[src/rtl/rom_arb_pkg.sv]
// Shared widths, master identifiers and the round-robin pick used by the
// instruction-ROM port arbiter.
package rom_arb_pkg;

   localparam int ADDR_W = 14;
   localparam int DATA_W = 32;

   typedef enum logic {
      M0 = 1'b0,
      M1 = 1'b1
   } master_e;

   // On a tie, the master that did not take the most recent grant wins.
   function automatic master_e rr_pick(input logic elig0, input logic elig1,
                                       input master_e last);
      if (elig0 && elig1) begin
         return (last == M1) ? M0 : M1;
      end
      return elig0 ? M0 : M1;
   endfunction

endpackage : rom_arb_pkg

[src/rtl/rom_resp_slot.sv]
// One-entry response slot for a single ROM master: forwards the ROM word on
// the cycle after issue and parks it if the master is not ready.
module rom_resp_slot #(
   parameter int DATA_W = rom_arb_pkg::DATA_W
) (
   input  logic              clk,
   input  logic              rst,
   input  logic              issue,
   input  logic [DATA_W-1:0] rom_data,
   input  logic              rready,
   output logic              infl,
   output logic              held,
   output logic              rvalid,
   output logic [DATA_W-1:0] rdata
);

   localparam logic [1:0] ST_EMPTY    = 2'd0;
   localparam logic [1:0] ST_INFLIGHT = 2'd1;
   localparam logic [1:0] ST_HELD     = 2'd2;

   logic [1:0]        state_q;
   logic [1:0]        state_d;
   logic [DATA_W-1:0] slot_q;
   logic              capture;

   always_comb begin
      // NOTE: state_d takes its hold value first, so no path through the case leaves it unassigned and no latch is inferred.
      state_d = state_q;
      case (state_q)
         ST_EMPTY: begin
            if (issue) state_d = ST_INFLIGHT;
         end
         ST_INFLIGHT: begin
            // A re-issue is only ever granted while this word is being consumed.
            if (issue)       state_d = ST_INFLIGHT;
            else if (rready) state_d = ST_EMPTY;
            else             state_d = ST_HELD;
         end
         ST_HELD: begin
            if (rready) state_d = ST_EMPTY;
         end
         default: state_d = ST_EMPTY;
      endcase
   end

   // NOTE: sequential state uses non-blocking assignments so every flop samples pre-edge values.
   always_ff @(posedge clk or posedge rst) begin
      if (rst) state_q <= ST_EMPTY;
      else     state_q <= state_d;
   end

   assign capture = (state_q == ST_INFLIGHT) && !rready;

   // NOTE: the data slot has no reset; it is only observable while state_q is HELD, which reset clears.
   always_ff @(posedge clk) begin
      if (capture) slot_q <= rom_data;
   end

   assign infl   = (state_q == ST_INFLIGHT);
   assign held   = (state_q == ST_HELD);
   assign rvalid = infl | held;

   always_comb begin
      rdata = '0;
      if (infl)      rdata = rom_data;
      else if (held) rdata = slot_q;
   end

endmodule : rom_resp_slot

[src/rtl/rom_port_arbiter.sv]
// Round-robin arbiter sharing the synchronous-read instruction ROM between the
// fetch port (M0) and the debug/data-load port (M1).
module rom_port_arbiter #(
   parameter int ADDR_W = rom_arb_pkg::ADDR_W,
   parameter int DATA_W = rom_arb_pkg::DATA_W
) (
   input  logic              clk,
   input  logic              rst,

   input  logic              m0_req,
   input  logic [ADDR_W-1:0] m0_addr,
   output logic              m0_gnt,
   output logic              m0_rvalid,
   input  logic              m0_rready,
   output logic [DATA_W-1:0] m0_rdata,

   input  logic              m1_req,
   input  logic [ADDR_W-1:0] m1_addr,
   output logic              m1_gnt,
   output logic              m1_rvalid,
   input  logic              m1_rready,
   output logic [DATA_W-1:0] m1_rdata,

   output logic [ADDR_W-1:0] rom_addr,
   input  logic [DATA_W-1:0] rom_data
);

   import rom_arb_pkg::*;

   logic    m0_infl, m0_held;
   logic    m1_infl, m1_held;
   logic    m0_elig, m1_elig;
   logic    any_gnt;
   master_e winner;
   master_e last_q;

   // A master may issue again while its previous word is being consumed.
   assign m0_elig = m0_req & ~m0_held & (~m0_infl | m0_rready);
   assign m1_elig = m1_req & ~m1_held & (~m1_infl | m1_rready);

   // Grants are combinational, so they are masked while reset is held.
   assign any_gnt = ~rst & (m0_elig | m1_elig);
   assign winner  = rr_pick(m0_elig, m1_elig, last_q);

   assign m0_gnt = any_gnt & (winner == M0);
   assign m1_gnt = any_gnt & (winner == M1);

   always_comb begin
      rom_addr = '0;
      if (m0_gnt)      rom_addr = m0_addr;
      else if (m1_gnt) rom_addr = m1_addr;
   end

   always_ff @(posedge clk or posedge rst) begin
      if (rst)          last_q <= M1;
      else if (any_gnt) last_q <= winner;
   end

   rom_resp_slot #(.DATA_W(DATA_W)) u_m0_slot (
      .clk      (clk),
      .rst      (rst),
      .issue    (m0_gnt),
      .rom_data (rom_data),
      .rready   (m0_rready),
      .infl     (m0_infl),
      .held     (m0_held),
      .rvalid   (m0_rvalid),
      .rdata    (m0_rdata)
   );

   rom_resp_slot #(.DATA_W(DATA_W)) u_m1_slot (
      .clk      (clk),
      .rst      (rst),
      .issue    (m1_gnt),
      .rom_data (rom_data),
      .rready   (m1_rready),
      .infl     (m1_infl),
      .held     (m1_held),
      .rvalid   (m1_rvalid),
      .rdata    (m1_rdata)
   );

endmodule : rom_port_arbiter

[config.mk]
export PLATFORM = sky130hd
export DESIGN_NAME = rom_port_arbiter
export DESIGN_NICKNAME = d
export VERILOG_FILES = /design/src/rtl/rom_arb_pkg.sv /design/src/rtl/rom_resp_slot.sv /design/src/rtl/rom_port_arbiter.sv
export SDC_FILE = /design/constraint.sdc
export NUM_CORES = 1
export LEC_CHECK = 0
export CAP_MARGIN = 20
export CORE_MARGIN = 3
export CORE_UTILIZATION = 42
export CTS_CLUSTER_SIZE = 10
export DETAILED_ROUTE_END_ITERATION = 10
export GPL_TIMING_DRIVEN = 0
export PLACE_DENSITY = 0.81
export RECOVER_POWER = 25
export SETUP_SLACK_MARGIN = 0.02
export SLEW_MARGIN = 10
export SYNTH_ARGS = -nofsm -noshare
export SYNTH_HDL_FRONTEND = slang
export SYNTH_SLANG_ARGS = --single-unit
export TNS_END_PERCENT = 100
[constraint.sdc]
create_clock -name clk -period 3.1 [get_ports clk]
set_input_delay 0.465 -clock clk [delete_from_list [all_inputs] [get_ports clk]]
set_output_delay 0.465 -clock clk [all_outputs]
set_load 0.01 [all_outputs]
-- After elaboration in Yosys (flattened, before gate mapping)
Cells that the tools add are included.
- input port bits: 66
- register bits after elaboration: 69
- RAM bits: 0
- memories kept: 0
- output and inout bits: 82
- latch bits: 0
- memory bits (read-only): 0
- multiply operators: 0
- $add $sub $neg: 0
- equal/unequal tests: 8
- div/mod/pow operators: 0
- shift-type cells: 0
- mux-type cells: 21
- magnitude comparators: 0
- reductions and logical operators: 9
- bitwise operators: 18
- operators with widths (kind ; count):
    $mux W32 ; 4
    $mux W14 ; 2
    $mux W2 ; 8
    $pmux W2 S3 ; 2
    $ne A2 B2 Y1 const B ; 4
    $and A1 B1 Y1 ; 7
    $not A1 Y1 ; 6
    $mux W1 ; 5
    $or A1 B1 Y1 ; 5
    $eq A2 B1 Y1 const B ; 2
    $eq A2 B2 Y1 const B ; 2
    $logic_not A2 Y1 ; 2
    $reduce_and A2 Y1 ; 2
    $logic_and A1 B1 Y1 ; 3
    $logic_not A1 Y1 ; 2

-- Longest topological paths before layout
Gate-level depths: netlist (run 1).
- word-level depth: 11
- mapped depth: 8
- gate-level depth less buffers: 6

-- Modules after synthesis
A second synthesis (run 1) with hierarchy kept.
- cell total of the unflattened synthesis: 359
- area, all modules: 3592.2 µm²
- modules (own cells, without submodules) (module ; instances ; area each (µm²) ; cells each ; sequential area each (µm²)):
    rom_resp_slot ; 2 ; 1587.8 ; 156 ; 1011.0
    rom_port_arbiter ; 1 ; 416.6 ; 47 ; 26.3

-- Least setup slack after synthesis (run 1)
OpenSTA, ideal clock, no wires.
- kind: reg2out
- start point: register u_m0_slot.state_q[1]
- end point: output rom_addr[10]
- setup slack: 0.635 ns
- cell stages (with the launch flop): 9
- buffers on the path: 2
- data required time: 2.635 ns
- arrival time: 2.000 ns
- path through: dfrtp_1 > inv_1 > ha_1 > buf_6 > nor2b_4 > o311a_4 > buf_6 > a22oi_2 > nor2_2
- word-level cells in the longest chain between the ends: 10
- elaborated cells between the ends (all ways): 18
- RTL lines (item ; line ; source):
    start: declaration ; rom_resp_slot.sv:21 ; logic [1:0] state_q;
    start signal: assignment ; rom_resp_slot.sv:49 ; else state_q <= state_d;
    $eq A2 B2 Y1 / $eq A2 B1 Y1 (equally long branches) ; rom_resp_slot.sv:60, rom_resp_slot.sv:59 ;
    $not A1 Y1 ; rom_port_arbiter.sv:38 ; assign m0_elig = m0_req & ~m0_held & (~m0_infl | m0_rready);
    $and A1 B1 Y1 / $or A1 B1 Y1 (equally long branches) ; rom_port_arbiter.sv:38 ;
    $and A1 B1 Y1 (*) ; rom_port_arbiter.sv:38 ;
    $logic_and A1 B1 Y1 ; rom_arb_pkg.sv:16 ; if (elig0 && elig1) begin
    $mux W1 ; rom_arb_pkg.sv:16 ;
    $mux W1 ; rom_arb_pkg.sv:19 ; return elig0 ? M0 : M1;
    $and A1 B1 Y1 / $not A1 Y1 (equally long branches) ; rom_port_arbiter.sv:46, rom_port_arbiter.sv:45 ;
    $mux W14 / $and A1 B1 Y1 (equally long branches) ; rom_port_arbiter.sv:51, rom_port_arbiter.sv:45 ;
    $mux W14 (*) ; rom_port_arbiter.sv:50 ; if (m0_gnt) rom_addr = m0_addr;
    end: declaration ; rom_port_arbiter.sv:24 ; output logic [ADDR_W-1:0] rom_addr,
Mark *: on every way between the ends. The rest lies on a longest branch, timed or not.

-- Worst setup path in the final report (run 1)
Same ends and word-level chain as after synthesis.

==> impl_metrics.prom, run 1 <==
# TYPE chip_impl_metric gauge
chip_impl_metric{name="fin_total_pwr",unit="W"} 0.004308
chip_impl_info{name="cp_cell_sequence",value="inv_1 > ha_1 > buf_6 > nor2b_4 > o311a_4 > buf_6 > a22oi_2 > nor2_2 > clkdlybuf4s50_1"} 1
chip_impl_metric{name="vias",unit=""} 2629
chip_impl_info{name="timing.rr.start",value="u_m0_slot.state_q[1]"} 1
chip_impl_metric{name="final-setup-viol-count",unit=""} 0
chip_impl_metric{name="top_level_ports",unit=""} 148
chip_impl_metric{name="detail_route.vias_per_cell",unit=""} 5.290
chip_impl_metric{name="hold_buffers",unit=""} 0
chip_impl_metric{name="hold_violations",unit=""} 0
chip_impl_info{name="holdCritPathClass",value="in2async"} 1
chip_impl_metric{name="static_leakage",unit="nW"} 2.015
chip_impl_info{name="cts.root.buffer_cell",value="sky130_fd_sc_hd__clkbuf_8"} 1
chip_impl_metric{name="htree_num_levels",unit=""} 3
chip_impl_info{name="crit_start",value="u_m0_slot.state_q[1]"} 1
chip_impl_metric{name="dr_wl_met3",unit="µm"} 565
chip_impl_metric{name="antenna_found_initial",unit=""} 0
chip_impl_metric{name="nNetsFinal",unit=""} 465
chip_impl_info{name="category_of_the_worst_setup_path_launch_point",value="flop"} 1
chip_impl_metric{name="post_detailed_routing_wire_length",unit="µm"} 8998
chip_impl_metric{name="residual_antenna_violating_net_count_after_detailed_routing",unit=""} 0
chip_impl_metric{name="worst-path-max-fanout",unit=""} 10
chip_impl_metric{name="final_min_period_over_clock_period",unit=""} 0.9618
chip_impl_info{name="yosysTopAreaCell",value="sky130_fd_sc_hd__edfxtp_1"} 1
chip_impl_metric{name="cts_sinks",unit=""} 69
chip_impl_metric{name="highest_achievable_clock_rate",unit="GHz"} 0.3354
chip_impl_info{name="class_of_the_most_critical_setup_path",value="reg2out"} 1
chip_impl_metric{name="postSynthCellCount",unit=""} 228
chip_impl_metric{name="place_area",unit="µm²"} 4863
chip_impl_info{name="outcome",value="completed"} 1
chip_impl_metric{name="finalWeightedCongestion",unit=""} 0.7628
chip_impl_metric{name="wl_met2",unit="µm"} 4519
chip_impl_metric{name="row_count",unit=""} 31
chip_impl_metric{name="number_of_buffers_on_the_longest_clock_path",unit=""} 2
chip_impl_metric{name="cts_inserted_buffers",unit=""} 9
chip_impl_metric{name="detailed_place_hpwl",unit="µm"} 6272
chip_impl_metric{name="actual_transition_at_the_worst_max_transition_pin",unit="ps"} 1057
chip_impl_metric{name="dr.first_iter.drc_count",unit=""} 75
chip_impl_metric{name="ys.warnings.count",unit=""} 0
chip_impl_metric{name="postSynthRegisterBits",unit=""} 69
chip_impl_metric{name="clock_period_minus_final_worst_setup_slack",unit="ps"} 2982
chip_impl_info{name="leading_cell_type_in_the_layout_fill_and_taps_excluded",value="sky130_fd_sc_hd__clkdlybuf4s50_1"} 1
chip_impl_metric{name="vias_in_the_first_global_route",unit=""} 2641
chip_impl_metric{name="cellPowerDensity",unit="nW/µm²"} 831.3
chip_impl_metric{name="design.core.area",unit="µm²"} 7408
chip_impl_metric{name="area_overhead_of_the_layout_relative_to_synthesis",unit="%"} 58.09
chip_impl_info{name="cell_repeated_most_along_the_worst_path",value="sky130_fd_sc_hd__buf_6"} 1
chip_impl_metric{name="route.detailed.drc",unit=""} 0
chip_impl_info{name="top_layer_used",value="met4"} 1
chip_impl_metric{name="synthArstFlopShare",unit=""} 0.07246
chip_impl_metric{name="die_width",unit="µm"} 94.35
chip_impl_metric{name="route.detailed.wl_per_inst",unit="µm"} 18.10
chip_impl_metric{name="post_route_cell_area",unit="µm²"} 5182
chip_impl_metric{name="final.setup.tns",unit="ps"} 0
chip_impl_metric{name="synthesis.area_per_instance",unit="µm²"} 14.38
chip_impl_metric{name="storage_element_area",unit="µm²"} 2048
chip_impl_metric{name="path_clk_slew",unit="ps"} 70
chip_impl_metric{name="ys_seq_area_frac",unit=""} 0.6248
chip_impl_metric{name="clk-insertion-delay-late",unit="ps"} 340
chip_impl_info{name="worst_path_max_delay_cell",value="sky130_fd_sc_hd__clkdlybuf4s50_1"} 1
chip_impl_metric{name="layout-drive-gt1-share",unit=""} 0.1633
chip_impl_metric{name="fp.dieArea",unit="µm²"} 8901
chip_impl_metric{name="floorplan.initialDensity",unit=""} 0.4425
chip_impl_metric{name="grt_remaining_overflow",unit=""} 0
chip_impl_metric{name="detail_route.wirelength.met1",unit="µm"} 3797
chip_impl_metric{name="multi_input_area",unit="µm²"} 1121
chip_impl_metric{name="post_synth_num_cell_types",unit=""} 32
chip_impl_info{name="mostFrequentLayoutCells",value="108 x sky130_fd_sc_hd__clkdlybuf4s50_1, 64 x sky130_fd_sc_hd__edfxtp_1, 63 x sky130_fd_sc_hd__a22o_1, 27 x sky130_fd_sc_hd__dlygate4sd3_1, 11 x sky130_fd_sc_hd__dlymetal6s2s_1"} 1
chip_impl_metric{name="cp.arrival",unit="ps"} 2520
chip_impl_metric{name="detail_route.first_pass.iterations",unit=""} 4
chip_impl_metric{name="dp_worst_setup_slack",unit="ps"} -453.6
chip_impl_info{name="area_contributors_post_synth",value="sky130_fd_sc_hd__edfxtp_1 59%, sky130_fd_sc_hd__a22o_1 17%, sky130_fd_sc_hd__a22oi_2 3.8%, sky130_fd_sc_hd__dfrtp_1 3.1%, sky130_fd_sc_hd__ha_1 2.3%"} 1
chip_impl_metric{name="layout.filler_cells",unit=""} 525
chip_impl_metric{name="final.setup.worst_slack",unit="ps"} 118.4
chip_impl_metric{name="grt_start_max_net_pins",unit=""} 33
chip_impl_metric{name="vdd.ir_drop.worst",unit="µV"} 512.2
chip_impl_metric{name="mappedNetlistArea",unit="µm²"} 3278
chip_impl_metric{name="total_routing_usage_reported_by_global_routing",unit=""} 0.1990
chip_impl_metric{name="number_of_enable_type_register_cells_in_the_synthesized_netlist",unit=""} 64
chip_impl_metric{name="max-slew-margin-rel",unit=""} 0.2924
chip_impl_metric{name="post_syn_nets",unit=""} 300
chip_impl_info{name="synth_top_flop_cell",value="sky130_fd_sc_hd__edfxtp_1"} 1
chip_impl_metric{name="drv.max_cap_violation_count",unit=""} 0
chip_impl_metric{name="antenna_cells",unit=""} 0
chip_impl_metric{name="io_buffer_count",unit=""} 146
chip_impl_metric{name="yosysTopAreaCellShare",unit=""} 0.5863
chip_impl_metric{name="critical_path_data_required_time",unit="ps"} 2630
chip_impl_info{name="critical_path.endpoint_type",value="primary output"} 1
chip_impl_metric{name="skew",unit="ps"} 7.933
chip_impl_metric{name="grt_first_pass_wirelength",unit="µm"} 13540
chip_impl_metric{name="critical_path_max_stage_delay",unit="ps"} 500
chip_impl_metric{name="maxSlewViolCount",unit=""} 0
chip_impl_info{name="tritoncts",value="yes"} 1
chip_impl_metric{name="die_h",unit="µm"} 94.35
## path summary, 6_finish.rpt
check / end / cells after the start / slack (ps)
worst max-delay path: rom_addr[10] / 9 / 120
worst min-delay path: u_m0_slot.state_q[1] / 2 / 150
worst max register to register: u_m0_slot.slot_q[0] / 4 / 1090
worst min register to register: last_q / 1 / 550
max in group asynchronous: last_q / 2 / 2700
min in group clk: last_q / 1 / 550
## Yosys cell counts (2+ instances only)
library cell	number
sky130_fd_sc_hd__edfxtp_1	64
sky130_fd_sc_hd__a22o_1	63
sky130_fd_sc_hd__clkbuf_1	15
sky130_fd_sc_hd__a22oi_2	10
sky130_fd_sc_hd__inv_1	10
sky130_fd_sc_hd__nor2_2	10
sky130_fd_sc_hd__ha_1	6
sky130_fd_sc_hd__nor2_1	6
sky130_fd_sc_hd__nand2_1	5
sky130_fd_sc_hd__a21oi_1	4
sky130_fd_sc_hd__a22oi_1	4
sky130_fd_sc_hd__dfrtp_1	4
sky130_fd_sc_hd__buf_6	3
sky130_fd_sc_hd__nor3_1	3
sky130_fd_sc_hd__a21o_1	2
sky130_fd_sc_hd__nor2b_1	2
sky130_fd_sc_hd__nor3b_1	2
## power by group
group,total (W),internal (W),switching (W)
Clock,0.000730,0.000376,0.000355
Sequential,0.00127,0.00121,0.0000557
Combinational,0.00231,0.00124,0.00108
Total,0.00431,0.00282,0.00149
## kinds of logic after synthesis
family | after synthesis | share of synthesized area
AO/OA/AOI/OAI | 91 | 0.2531
flip-flops | 69 | 0.6248
buffers and inverters | 29 | 0.04122
AND/OR/NAND/NOR | 33 | 0.05801
adder cells (fa/ha/maj) | 6 | 0.02290
## state kept, by name, indices dropped and copies added (netlist names)
name and count:
last_q 1, u_m0_slot.slot_q 32, u_m0_slot.state_q 2, u_m1_slot.slot_q 32
u_m1_slot.state_q 2
## critical path: cells and delay by family, from the launching register on
family / cells / cell delay, ps
flip-flops: 1 / 370
AO/OA/AOI/OAI: 2 / 540
buffers and inverters: 4 / 870
AND/OR/NAND/NOR: 2 / 210
adder cells (fa/ha/maj): 1 / 180
## per-layer routing
layer,up-vias,GRT usage
met5,-,0
met4,0,0.06619
li1,1242,-
met1,1271,0.2577
met2,102,0.3333
met3,14,0.04303
## area by class of cell
class,instances,share of cell area
clock inverters,7,0.01424
inverters,10,0.007243
flip-flops and latches,69,0.3952
clock buffers,9,0.02390
multi-input cells,131,0.2163
plain buffers,19,0.02100
well taps,99,0.02390
repair buffers,153,0.2982
## what timing repair did
| action | 4_1_cts | 5_1_grt |
|---|---|---|
| pin swaps | 1 | 1 |
| cloned | 1 | 1 |
| setup buffers | 3 | 3 |
| hold endpoints to repair | 0 | 0 |
| gates resized for setup | 6 | 21 |
| endpoints found under the setup margin | 71 | 73 |
## stage by stage
| step | util | instances | hold slack (ps) |
|---|---|---|---|
| floorplan | - | 228 | 432.9 |
| global placement | 0.6565 | 473 | 510.8 |
| detailed placement | 0.6565 | 473 | 515.7 |
| CTS | 0.6884 | 493 | 149.9 |
| global route | 0.6995 | 497 | 178.2 |
| finish | 0.6995 | 497 | 146.9 |
Note: power is estimated with default switching activity, not from simulation.
==> run 2, diff against run 1 <==
Settings changed: CTS_BUF_LIST set to sky130_fd_sc_hd__clkbuf_2 sky130_fd_sc_hd__clkbuf_4 sky130_fd_sc_hd__clkbuf_8.
==> results of run 2 <==
No change in the layout: final DEF, timing and power equal those of run 1.
==> run 3, diff against run 2 <==
Settings changed: CELL_PAD_IN_SITES_DETAIL_PLACEMENT set to 1, CELL_PAD_IN_SITES_GLOBAL_PLACEMENT set to 1, CORE_UTILIZATION 42 to 32, CTS_BUF_LIST sky130_fd_sc_hd__clkbuf_2 sky130_fd_sc_hd__clkbuf_4 sky130_fd_sc_hd__clkbuf_8 to unset, PLACE_DENSITY 0.81 to unset, PLACE_DENSITY_LB_ADDON set to 0.1.
==> impl_metrics.prom, run 3 (synthesized netlist as in run 1, its figures left out) <==
# TYPE chip_impl_metric gauge
chip_impl_info{name="outcome",value="completed"} 1
chip_impl_metric{name="max-slew-margin-rel",unit=""} 0.4938
chip_impl_info{name="mostFrequentLayoutCells",value="106 x sky130_fd_sc_hd__clkdlybuf4s50_1, 64 x sky130_fd_sc_hd__edfxtp_1, 63 x sky130_fd_sc_hd__a22o_1, 26 x sky130_fd_sc_hd__dlygate4sd3_1, 14 x sky130_fd_sc_hd__dlymetal6s2s_1"} 1
chip_impl_info{name="grt_setup_unrepaired",value="false"} 1
chip_impl_metric{name="hold_violations",unit=""} 0
chip_impl_metric{name="cts_inserted_buffers",unit=""} 9
chip_impl_metric{name="nNetsFinal",unit=""} 462
chip_impl_metric{name="hold_buffers",unit=""} 0
chip_impl_info{name="category_of_the_worst_setup_path_launch_point",value="flop"} 1
chip_impl_metric{name="fin_worst_hold_slack",unit="ps"} 177.0
chip_impl_metric{name="maxSlewViolCount",unit=""} 0
chip_impl_metric{name="total_routing_usage_reported_by_global_routing",unit=""} 0.1734
chip_impl_metric{name="number_of_buffers_on_the_longest_clock_path",unit=""} 2
chip_impl_metric{name="grt_remaining_overflow",unit=""} 0
chip_impl_metric{name="route.detailed.wl_per_inst",unit="µm"} 18.84
chip_impl_metric{name="die_width",unit="µm"} 107.2
chip_impl_metric{name="drv.max_cap_violation_count",unit=""} 0
chip_impl_metric{name="residual_antenna_violating_net_count_after_detailed_routing",unit=""} 0
chip_impl_info{name="timing.rr.start",value="u_m1_slot.state_q[1]"} 1
chip_impl_metric{name="antenna_found_initial",unit=""} 0
chip_impl_metric{name="grt_start_max_net_pins",unit=""} 33
chip_impl_metric{name="clk-insertion-delay-late",unit="ps"} 340
chip_impl_metric{name="static_leakage",unit="nW"} 2.033
chip_impl_metric{name="dr.first_iter.drc_count",unit=""} 86
chip_impl_info{name="tritoncts",value="yes"} 1
chip_impl_metric{name="io_buffer_count",unit=""} 146
chip_impl_metric{name="vias",unit=""} 2620
chip_impl_metric{name="detail_route.vias_per_cell",unit=""} 4.972
chip_impl_metric{name="final-setup-viol-count",unit=""} 0
chip_impl_info{name="holdCritPathClass",value="in2async"} 1
chip_impl_metric{name="htree_num_levels",unit=""} 3
chip_impl_info{name="class_of_the_most_critical_setup_path",value="reg2out"} 1
chip_impl_metric{name="post_detailed_routing_wire_length",unit="µm"} 9928
chip_impl_metric{name="die_h",unit="µm"} 107.2
chip_impl_metric{name="fp.dieArea",unit="µm²"} 11500
chip_impl_metric{name="final.setup.tns",unit="ps"} 0
chip_impl_metric{name="vdd.ir_drop.worst",unit="µV"} 332.8
chip_impl_metric{name="clock_period_minus_final_worst_setup_slack",unit="ps"} 2914
chip_impl_metric{name="floorplan.initialDensity",unit=""} 0.3323
chip_impl_metric{name="vias_in_the_first_global_route",unit=""} 2838
chip_impl_metric{name="layout-drive-gt1-share",unit=""} 0.1548
chip_impl_metric{name="reg2reg_slack",unit="ps"} 1160
chip_impl_info{name="cts.root.buffer_cell",value="sky130_fd_sc_hd__clkbuf_8"} 1
chip_impl_metric{name="highest_achievable_clock_rate",unit="GHz"} 0.3432
chip_impl_metric{name="grt_first_pass_wirelength",unit="µm"} 15370
chip_impl_metric{name="design.core.area",unit="µm²"} 9864
chip_impl_metric{name="cp.arrival",unit="ps"} 2450
chip_impl_metric{name="worst-path-max-fanout",unit=""} 10
chip_impl_metric{name="cts_sinks",unit=""} 69
chip_impl_metric{name="final_min_period_over_clock_period",unit=""} 0.9399
chip_impl_metric{name="critical_path_data_required_time",unit="ps"} 2630
chip_impl_metric{name="area_overhead_of_the_layout_relative_to_synthesis",unit="%"} 58.51
chip_impl_info{name="crit_start",value="u_m0_slot.state_q[1]"} 1
chip_impl_metric{name="top_level_ports",unit=""} 148
chip_impl_metric{name="actual_transition_at_the_worst_max_transition_pin",unit="ps"} 759.4
chip_impl_metric{name="finalWeightedCongestion",unit=""} 0.6953
chip_impl_metric{name="route.detailed.drc",unit=""} 0
chip_impl_info{name="critical_path.endpoint_type",value="primary output"} 1
chip_impl_info{name="leading_cell_type_in_the_layout_fill_and_taps_excluded",value="sky130_fd_sc_hd__clkdlybuf4s50_1"} 1
chip_impl_metric{name="skew",unit="ps"} 10.42
chip_impl_metric{name="cellPowerDensity",unit="nW/µm²"} 824.1
chip_impl_metric{name="path_clk_slew",unit="ps"} 80
chip_impl_metric{name="row_count",unit=""} 36
chip_impl_metric{name="detailed_place_hpwl",unit="µm"} 6943
chip_impl_metric{name="antenna_cells",unit=""} 0
chip_impl_metric{name="detail_route.first_pass.iterations",unit=""} 4
chip_impl_info{name="largest_registers",value="u_m0_slot.slot_q x32, u_m1_slot.slot_q x32"} 1
## run 3: final timing paths
path / end / cells after the start
setup / recovery: m0_rdata[28] / 8
hold / removal: u_m0_slot.state_q[1] / 2
setup reg to reg: u_m1_slot.slot_q[10] / 5
hold reg to reg: u_m0_slot.state_q[0] / 2
max in group asynchronous: last_q / 2
min in group clk: u_m0_slot.state_q[0] / 2
## run 3: metal layers
metal,vias to the layer above,GRT usage,share of wire
met5,-,0,0
met3,5,0.03974,0.051
met2,78,0.3025,0.51
li1,1238,-,-
met4,0,0.04384,0.0082
met1,1299,0.2165,0.43
## run 3: report_power, final
group | switching, W | internal, W
clock network | 0.000352 | 0.000367
logic | 0.00109 | 0.00120
registers | 0.0000586 | 0.00121
## run 3: timing repair
item,4_1_cts,5_1_grt
gates resized for setup,4,28
gates cloned,1,0
endpoints found under the setup margin,76,74
pin swaps,1,0
setup buffers,3,0
## run 3: layout make-up
class | count | area [µm²]
Inverter | 10 | 37.54
Clock buffer | 9 | 123.9
Buffer | 19 | 112.6
Tap cell | 133 | 166.4
Multi-Input combinational cell | 131 | 1114
Timing Repair Buffer | 150 | 1530
Clock inverter | 6 | 63.81
Sequential cell | 69 | 2048
Fill cell | 1000 | 4668
## run 3: metrics by stage
stage          cell area (µm²)  power [W]  instances  setup slack [ps]  utilization
3_3_place_gp              4906   0.003547        507            -510.8       0.4973
4_1_cts                   5130   0.004333        526            -52.61       0.5200
3_5_place_dp              4906   0.003581        507            -520.9       0.4973
2_1_floorplan             3278   0.002429        228             635.5            -
5_1_grt                   5196   0.004537        527             24.15       0.5268
6_report                  5196   0.004282        527             186.4       0.5268
## run 3: critical path, stage by stage, from the launching register on
cell,delay [ps]
sky130_fd_sc_hd__dfrtp_1,400
sky130_fd_sc_hd__inv_1,80
sky130_fd_sc_hd__ha_1,190
sky130_fd_sc_hd__buf_6,140
sky130_fd_sc_hd__nor2b_1,100
sky130_fd_sc_hd__clkbuf_1,220
sky130_fd_sc_hd__clkbuf_4,280
sky130_fd_sc_hd__a22o_1,160
sky130_fd_sc_hd__clkdlybuf4s50_1,540
